File: src/rtl/pipe_trace_capture_if.sv
// Trace capture bundle: per-stage sample inputs plus the valid/ready drain port.
// out_stamp is present only when TRACE_TIMESTAMP_EN is defined.
interface pipe_trace_capture_if #(
  parameter int NUM_CH = 2,
  parameter int DATA_W = 64
);
  logic [NUM_CH-1:0]        ch_valid;
  logic [NUM_CH*DATA_W-1:0] ch_data;
  logic                     out_valid;
  logic                     out_ready;
  logic [NUM_CH-1:0]        out_mask;
  logic [NUM_CH*DATA_W-1:0] out_data;
`ifdef TRACE_TIMESTAMP_EN
  logic [31:0]              out_stamp;

  modport master (
    output ch_valid, ch_data, out_ready,
    input  out_valid, out_mask, out_data, out_stamp
  );
  modport slave (
    input  ch_valid, ch_data, out_ready,
    output out_valid, out_mask, out_data, out_stamp
  );
`else
  modport master (
    output ch_valid, ch_data, out_ready,
    input  out_valid, out_mask, out_data
  );
  modport slave (
    input  ch_valid, ch_data, out_ready,
    output out_valid, out_mask, out_data
  );
`endif
endinterface

File: src/rtl/pipe_trace_capture.sv
// Multi-channel pipeline trace recorder: settle window, masked capture into a FIFO, drop/limit tracking.
// Optional macro TRACE_TIMESTAMP_EN adds a per-entry 32-bit capture-cycle stamp (out_stamp).
//
// state    | meaning
// ---------+-----------------------------------------------------------
// S_SETTLE | post-reset settle window, counting up to SETTLE_CYCLES
// S_ARMED  | capturing one record per cycle with any channel valid
// S_DONE   | record limit reached; capture stopped, drain continues
module pipe_trace_capture #(
  parameter int NUM_CH        = 2,
  parameter int DATA_W        = 64,
  parameter int DEPTH         = 16,
  parameter int SETTLE_CYCLES = 3,
  parameter int MAX_RECORDS   = 0
) (
  input  logic                   clock,
  input  logic                   reset,
  pipe_trace_capture_if.slave    tr,
  output logic                   armed,
  output logic                   done,
  output logic [15:0]            drop_cnt,
  output logic [$clog2(DEPTH):0] level
);
  localparam int PTR_W = $clog2(DEPTH);
  localparam int LVL_W = PTR_W + 1;
  localparam int PAY_W = NUM_CH * DATA_W;
  localparam int REC_W = NUM_CH + PAY_W;
  localparam logic [31:0]      SETTLE_LAST = (SETTLE_CYCLES > 0) ? 32'(SETTLE_CYCLES - 1) : 32'd0;
  localparam logic [31:0]      REC_LIMIT   = 32'(MAX_RECORDS);
  localparam logic [LVL_W-1:0] LVL_FULL    = LVL_W'(DEPTH);

  typedef enum logic [1:0] {S_SETTLE, S_ARMED, S_DONE} state_t;

  state_t           state_q, state_d;
  logic [31:0]      settle_q, settle_d;
  logic [31:0]      rec_cnt_q, rec_cnt_d;
  logic [15:0]      drop_q, drop_d;
  logic [LVL_W-1:0] level_q, level_d;
  logic [PTR_W-1:0] wr_q, wr_d;
  logic [PTR_W-1:0] rd_q, rd_d;
  logic [REC_W-1:0] mem_q [DEPTH];
  logic [PAY_W-1:0] rec_pay;
  logic [REC_W-1:0] rec;
  logic             rec_vld, full, head_vld, push, pop, drop;

  // Invalid channels are zeroed so stale stage payloads never leak into the trace.
  always_comb begin
    rec_pay = '0;
    for (int i = 0; i < NUM_CH; i++) begin
      if (tr.ch_valid[i]) rec_pay[i*DATA_W +: DATA_W] = tr.ch_data[i*DATA_W +: DATA_W];
    end
  end

  assign rec      = {tr.ch_valid, rec_pay};
  assign rec_vld  = (state_q == S_ARMED) && (tr.ch_valid != '0);
  assign full     = (level_q == LVL_FULL);
  assign head_vld = (level_q != '0);
  assign pop      = head_vld && tr.out_ready;
  assign push     = rec_vld && (!full || pop);
  assign drop     = rec_vld && full && !pop;

  always_comb begin
    state_d  = state_q;
    settle_d = settle_q;
    case (state_q)
      S_SETTLE: begin
        settle_d = settle_q + 32'd1;
        if (settle_q >= SETTLE_LAST) state_d = S_ARMED;
      end
      S_ARMED: begin
        if ((MAX_RECORDS > 0) && rec_vld && (rec_cnt_d == REC_LIMIT)) state_d = S_DONE;
      end
      S_DONE:  state_d = S_DONE;
      default: state_d = S_SETTLE;
    endcase
  end

  always_comb begin
    rec_cnt_d = rec_cnt_q;
    drop_d    = drop_q;
    wr_d      = wr_q;
    rd_d      = rd_q;
    level_d   = level_q;
    if (rec_vld) rec_cnt_d = rec_cnt_q + 32'd1;
    if (drop && (drop_q != 16'hFFFF)) drop_d = drop_q + 16'd1;
    if (push) wr_d = wr_q + PTR_W'(1);
    if (pop)  rd_d = rd_q + PTR_W'(1);
    if (push && !pop)      level_d = level_q + LVL_W'(1);
    else if (pop && !push) level_d = level_q - LVL_W'(1);
  end

  always_ff @(posedge clock or negedge reset) begin
    if (!reset) begin
      state_q   <= S_SETTLE;
      settle_q  <= '0;
      rec_cnt_q <= '0;
      drop_q    <= '0;
      level_q   <= '0;
      wr_q      <= '0;
      rd_q      <= '0;
    end else begin
      state_q   <= state_d;
      settle_q  <= settle_d;
      rec_cnt_q <= rec_cnt_d;
      drop_q    <= drop_d;
      level_q   <= level_d;
      wr_q      <= wr_d;
      rd_q      <= rd_d;
    end
  end

  // Storage needs no reset: the head is only exposed while level is non-zero.
  always_ff @(posedge clock) begin
    if (push) mem_q[wr_q] <= rec;
  end

  assign tr.out_valid               = head_vld;
  assign {tr.out_mask, tr.out_data} = head_vld ? mem_q[rd_q] : '0;
  assign armed                      = (state_q == S_ARMED);
  assign done                       = (state_q == S_DONE);
  assign drop_cnt                   = drop_q;
  assign level                      = level_q;

`ifdef TRACE_TIMESTAMP_EN
  logic [31:0] stamp_q, stamp_d;
  logic [31:0] smem_q [DEPTH];

  always_comb begin
    stamp_d = stamp_q;
    if (state_q == S_ARMED) stamp_d = stamp_q + 32'd1;
  end

  always_ff @(posedge clock or negedge reset) begin
    if (!reset) stamp_q <= '0;
    else        stamp_q <= stamp_d;
  end

  always_ff @(posedge clock) begin
    if (push) smem_q[wr_q] <= stamp_q;
  end

  assign tr.out_stamp = head_vld ? smem_q[rd_q] : '0;
`endif
endmodule

File: src/flat_wrapper.sv
// flat-port wrapper written by rule: the top's interface ports become plain ports
module pipe_trace_capture_flat 
#(
  parameter int NUM_CH        = 2,
  parameter int DATA_W        = 64,
  parameter int DEPTH         = 16,
  parameter int SETTLE_CYCLES = 3,
  parameter int MAX_RECORDS   = 0
)
  (clock, reset, armed, done, drop_cnt, level, tr_ch_valid, tr_ch_data, tr_out_ready, tr_out_valid, tr_out_mask, tr_out_data);
  pipe_trace_capture_if #(.NUM_CH(NUM_CH), .DATA_W(DATA_W)) tr_i ();
  input  logic clock;
  input  logic reset;
  output logic armed;
  output logic done;
  output logic [15:0] drop_cnt;
  output logic [$clog2(DEPTH):0] level;
  input wire logic [$bits(tr_i.ch_valid)-1:0] tr_ch_valid;
  input wire logic [$bits(tr_i.ch_data)-1:0] tr_ch_data;
  input wire logic [$bits(tr_i.out_ready)-1:0] tr_out_ready;
  output wire logic [$bits(tr_i.out_valid)-1:0] tr_out_valid;
  output wire logic [$bits(tr_i.out_mask)-1:0] tr_out_mask;
  output wire logic [$bits(tr_i.out_data)-1:0] tr_out_data;
  assign tr_i.ch_valid = tr_ch_valid;
  assign tr_i.ch_data = tr_ch_data;
  assign tr_i.out_ready = tr_out_ready;
  assign tr_out_valid = tr_i.out_valid;
  assign tr_out_mask = tr_i.out_mask;
  assign tr_out_data = tr_i.out_data;
  pipe_trace_capture #(.NUM_CH(NUM_CH), .DATA_W(DATA_W), .DEPTH(DEPTH), .SETTLE_CYCLES(SETTLE_CYCLES), .MAX_RECORDS(MAX_RECORDS)) u_core (.clock(clock), .reset(reset), .tr(tr_i), .armed(armed), .done(done), .drop_cnt(drop_cnt), .level(level));
endmodule
File: config.mk
export PLATFORM = sky130hd
export DESIGN_NAME = pipe_trace_capture_flat
export DESIGN_NICKNAME = d
export VERILOG_FILES = /design/src/rtl/pipe_trace_capture_if.sv /design/src/rtl/pipe_trace_capture.sv /design/src/flat_wrapper.sv
export SDC_FILE = /design/constraint.sdc
export NUM_CORES = 2
export LEC_CHECK = 0
export ABC_AREA = 1
export BUFFER_PORTS_ARGS = -buffer_cell sky130_fd_sc_hd__buf_4
export CAP_MARGIN = 20
export CORE_UTILIZATION = 25
export CTS_BUF_LIST = sky130_fd_sc_hd__clkbuf_16
export DETAILED_ROUTE_END_ITERATION = 12
export GPL_TIMING_DRIVEN = 0
export PLACE_DENSITY = 0.47
export SKIP_CTS_REPAIR_TIMING = 1
export SLEW_MARGIN = 5
export SYNTH_ARGS = -nofsm -noshare
export SYNTH_HDL_FRONTEND = slang
export SYNTH_SLANG_ARGS = --single-unit
export TNS_END_PERCENT = 20
File: constraint.sdc
create_clock -name clock -period 15.05 [get_ports clock]
set_clock_uncertainty 0.15 [all_clocks]
set_input_delay 3.7625 -clock clock [delete_from_list [all_inputs] [get_ports clock]]
set_output_delay 3.7625 -clock clock [all_outputs]
set_load 0.005 [all_outputs]
* After elaboration in Yosys (flattened, before gate mapping)
Memories as Yosys holds them, arrays and structs flattened.
Cells that the tools add are included.
** Word-level totals
- Output and inout bits :: 154
- Register bits :: 63
- Memories kept :: 1
- Memory bits (writable) :: 2080
** Memories
- u_core.mem_q :: words 16, width 130, rd ports 1, clocked after memory_dff 0, write ports 1, line pipe_trace_capture.sv:41 : logic [REC_W-1:0] mem_q [DEPTH];
** Cells by class
- Add/subtract/negate cells :: 6
- Bitwise gates (word level) :: 1
- Reductions and logical operators :: 17
- Multiplexer cells :: 9
- Magnitude comparators :: 1
- Equal/unequal tests :: 5
** Operators by type and width (number)
- 2-to-1 mux 130 bit :: 1
- 2-to-1 mux 64 bit :: 2
- adder 32 x 1 -> 32 bit (second input constant) :: 1
- greater-or-equal comparator 32 x 2 -> 1 bit (second input constant) :: 1
- adder 16 x 1 -> 16 bit (second input constant) :: 1
- inequality test 16 bit (second input constant) :: 1
- 2-to-1 mux 5 bit :: 2
- adder 4 x 1 -> 4 bit (second input constant) :: 2
- logical AND 1 bit :: 8
- one-hot mux 2 bit (3 select lines) :: 1
- adder 5 x 1 -> 5 bit (second input constant) :: 1
- equality test 5 bit (second input constant) :: 1
- nonzero test 5 bit :: 1
- subtractor 5 x 1 -> 5 bit (second input constant) :: 1
- nonzero test 2 bit :: 2
- zero test 1 bit :: 3
- equality test 2 x 1 -> 1 bit (second input constant) :: 1
- equality test 2 bit (second input constant) :: 1
- zero test 2 bit :: 1
- 2-to-1 mux 1 bit :: 2
- 2-to-1 mux 2 bit :: 1
- inequality test 2 x 1 -> 1 bit (second input constant) :: 1
- AND reduction 2 bit :: 1
- logical OR 1 bit :: 1
- NOT 1 bit :: 1

* Depth between registers and ports, before layout
- Word-level depth :: 8
- Gate-level depth with buffers :: 15

* Worst setup path before layout
Ideal clock, no wire load.
- Path type :: in2reg
- Start point :: input port tr_ch_valid[0]
- End point :: memory u_core.mem_q[11][0] (netlist name) (enable)
- Stages on the path :: 6
- Buffers on the path :: 0
- Data arrival time :: 9.693 ns
- Path slack :: 4.586 ns
- Data required time :: 14.279 ns
- Library setup time :: 0.621 ns
- Cell sequence :: o21ai_0 -> inv_1 -> nand2_1 -> inv_1 -> nand2_1 -> nor2_1
** Between the ends
- Word-level cells in the longest chain between the ends :: 5
** RTL lines
- start, declared :: line flat_wrapper.sv:18 : input wire logic [$bits(tr_i.ch_valid)-1:0] tr_ch_valid;
- nonzero test 2 bit :: line pipe_trace_capture.sv:55 : assign rec_vld = (state_q == S_ARMED) && (tr.ch_valid != '0);
- logical AND 1 bit :: line pipe_trace_capture.sv:55
- logical AND 1 bit :: line pipe_trace_capture.sv:59 : assign push = rec_vld && (!full || pop);
- via u_core.push :: line pipe_trace_capture.sv:44 : logic rec_vld, full, head_vld, push, pop, drop;
- 2-to-1 mux 1 bit :: line pipe_trace_capture.sv:114 : if (push) mem_q[wr_q] <= rec;
- 2-to-1 mux 1 bit (not written as such) :: line pipe_trace_capture.sv:114
- end, declared :: line pipe_trace_capture.sv:41
The timed path passes the listed nets, and every way through them passes these cells.

* Worst setup path after layout
- Start point :: register u_core.rd_q[1]
- End point :: output port tr_out_data[4]
** Between the ends
- Word-level cells in the longest chain between the ends :: 2
** RTL lines
- start, declared :: line pipe_trace_capture.sv:40 : logic [PTR_W-1:0] rd_q, rd_d;
- start signal, assigned :: line pipe_trace_capture.sv:108 : rd_q <= rd_d;
- memory (16 x 130 bit)
- 2-to-1 mux 130 bit :: line pipe_trace_capture.sv:118 : assign {tr.out_mask, tr.out_data} = head_vld ? mem_q[rd_q] : '0;
- end, declared :: line flat_wrapper.sv:23 : output wire logic [$bits(tr_i.out_data)-1:0] tr_out_data;
Every way passes these cells.

==> results.txt <==
Later-pin clock latency in the skew report: 0.94 ns
Pwr dens: 202 mW/mm2
Peak supply drop: 166 uV
GR Overflow Total: 0
Seq pwr share: 34.4%
Largest net degree at the start of global routing: 64
Netlist cell types: 25
Net Sw Power: 9110 uW
Synth top area share: 68.1%
Die Y-Extent: 608 um
Synth area leader: edfxtp_1
Crit path arrival time: 5.01 ns
Leakage: 0.0450 uW
Placeable Area: 0.365 mm2
Hold_ws: 0.330 ns
Crit path kind: flop to output port
Placed instance area: 0.103 mm2
Avg Synthesized Cell Area: 10.4 um2
FMAX: 112 MHz
Drt drc: 3
Status: finished with violations
Vias/cell: 4.45
Max Cap Viol: 0
Hold WC Path Type: flop to flop
Final instance area: 0.110 mm2
Root Buffer: clkbuf_16
Clock Tree Buf Depth: 4
Synth Warn #: 0
Fin. max-slew vios: 0
Fin nets: 9580
Final Hold Fails: 0
Global-route wire length before repair: 454 mm
Worst EP required: 11.14 ns
Initial antenna violation count: 25
Critical path launch point type: flop
Period utilization: 59.3%
Clk pin slew, worst setup/hold paths: 0.06 ns
Routed Antenna Nets: 0
Total power: 22200 uW
H-tree depth: 4
Final setup fails: 0
Vias in the first global route: 62000
Area of the mapped netlist: 0.0917 mm2
Post-synth EDFFs: 2080
Wire length per cell: 22.4 um
Unrepaired setup endpoints after global routing: no
Die area: 0.369 mm2
I/O pins: 287
Routability cong.: 0.812
Synth Flop Type: edfxtp_1
Sink Count: 2143
Top-count cell post-synth: nand2_1
Post-Route WL: 323 mm
Minimum clock period: 8.92 ns
PortBufs: 286
Total track usage: 17.0%
Worst Setup End Kind: output port
Seq/Total Area, Yosys: 69.8%
DRT Pass-1 Iters: 10
Share of post-route cells with drive strength above 1: 9.37%
Worst-path fanout max: 10
P_int: 13100 uW
Layout area overhead: 19.7%
Die W: 608 um
Post-synth net total: 8934
Comb power frac: 41.1%
Initial core utilization: 25.1%
Worst slew margin: 19.3%
Yosys reg bits: 2143
Slew @ Worst Pin: 1.21 ns
Area contributors post-synth: edfxtp_1 (68%), nand2_1 (12%), nand3_1 (7.3%)
Drt initial violations: 6424
Mapped Cells: 8788
Clock power share: 24.6%
Detailed-route via count: 64300
Commonest cells in the netlist: nand2_1 (2913), edfxtp_1 (2080), nand3_1 (1341)
# rows: 222
Failing checks: design-rule violations
Asr flop ratio synth: 2.94%
Post-DP HPWL: 225 mm
CTS tree: yes
Total CTS buffers: 235
Fillers: 37400
Final Util: 30.1%
Sw Ratio: 41.1%
[metrics by stage]
stage,setup TNS (ns),setup slack (ns),std cells
6_report,0,6.13,14400
3_5_place_dp,0,7.07,14000
5_1_grt,0,6.11,14400
4_1_cts,0,6.07,14400
3_3_place_gp,-6890.60,-4.21,13900
2_1_floorplan,0,4.59,8788
[worst max-delay path, stage by stage (launching register included)]
cell,delay [ns]
dfrtp_1,0.36
clkbuf_1,0.25
buf_4,0.36
buf_2,0.81
clkbuf_1,0.91
nand2_1,0.13
nand3_1,0.10
nand3_1,0.11
a21oi_1,0.79
buf_4,0.24
[cell usage in the layout (no fill, tap or decap), drive strengths merged, types with 25 or more instances in the layout]
cell    Yosys  routed
nand2    2913    2913
edfxtp   2080    2080
nand3    1341    1341
inv      1231    1286
buf       198     607
clkbuf    266     503
nor2      350     350
o21ai     138     138
a21oi     132     132
clkinv      1     110
dfrtp      63      63
xor2       25      25
[metal layers]
| metal | vias up | track usage (%) | wire, um |
|---|---|---|---|
| li1 | 30100 | - | - |
| met3 | 509 | 2.47 | 20200 |
| met4 | 2 | 7.39 | 14600 |
| met5 | - | 0 | 9 |
| met2 | 2172 | 28.0 | 152000 |
| met1 | 31600 | 22.1 | 137000 |
[cell families (layout without fill, tap and decap cells)]
| group | Yosys count | after routing | share of synthesized area (%) |
|---|---|---|---|
| and+or+nand+nor | 4626 | 4626 | 20.8 |
| DFF | 2143 | 2143 | 69.8 |
| buffers and inverters | 1696 | 2524 | 7.34 |
| AOI/OAI and AO/OA | 270 | 270 | 1.47 |
| xor gates and xnor gates | 40 | 40 | 0.382 |
| adders and majority gates | 13 | 13 | 0.186 |
| other | 0 | 12 | 0 |
[power groups by stage]
stage,combinational (uW),clock [uW],sequential (uW)
after floorplan,4390,0,7900
after global routing,9830,5750,7690
after detailed placement,9220,0,7750
final,9110,5450,7630
after CTS,9250,5550,7630
after global placement,8770,0,8190
[worst paths after layout]
path                                startpoint                  end  slack (ns)  cells past startpoint
setup / recovery                u_core.rd_q[1]       tr_out_data[4]        6.13                      9
hold / removal             u_core.settle_q[31]  u_core.settle_q[31]        0.33                      2
setup reg to reg               u_core.level[0]      u_core.level[4]       11.13                     14
hold reg to reg            u_core.settle_q[31]  u_core.settle_q[31]        0.33                      2
max in group asynchronous                reset  u_core.settle_q[16]       11.38                      1
min in group asynchronous                reset       u_core.wr_q[2]        2.81                      1
[layout make-up]
class | count | area, um2 | area share (%)
inverter | 1232 | 4630 | 4.22
antenna | 12 | 30.0 | 0.0274
buffer | 464 | 2120 | 1.93
clock buffer | 237 | 5930 | 5.40
clock inverter | 182 | 1170 | 1.06
timing repair buffer | 409 | 4740 | 4.32
multi-input combinational | 4949 | 21100 | 19.2
tap | 4816 | 6030 | 5.49
sequential | 2143 | 64000 | 58.3
[state kept, by name, indices dropped and copies added, names as in the netlist]
name / cells
u_core.mem_q: 2080
u_core.rd_q: 4
u_core.wr_q: 4
u_core.state_q: 2
u_core.level: 5
u_core.drop_cnt: 16
u_core.settle_q: 32
Power figures use the tool's default switching activity.
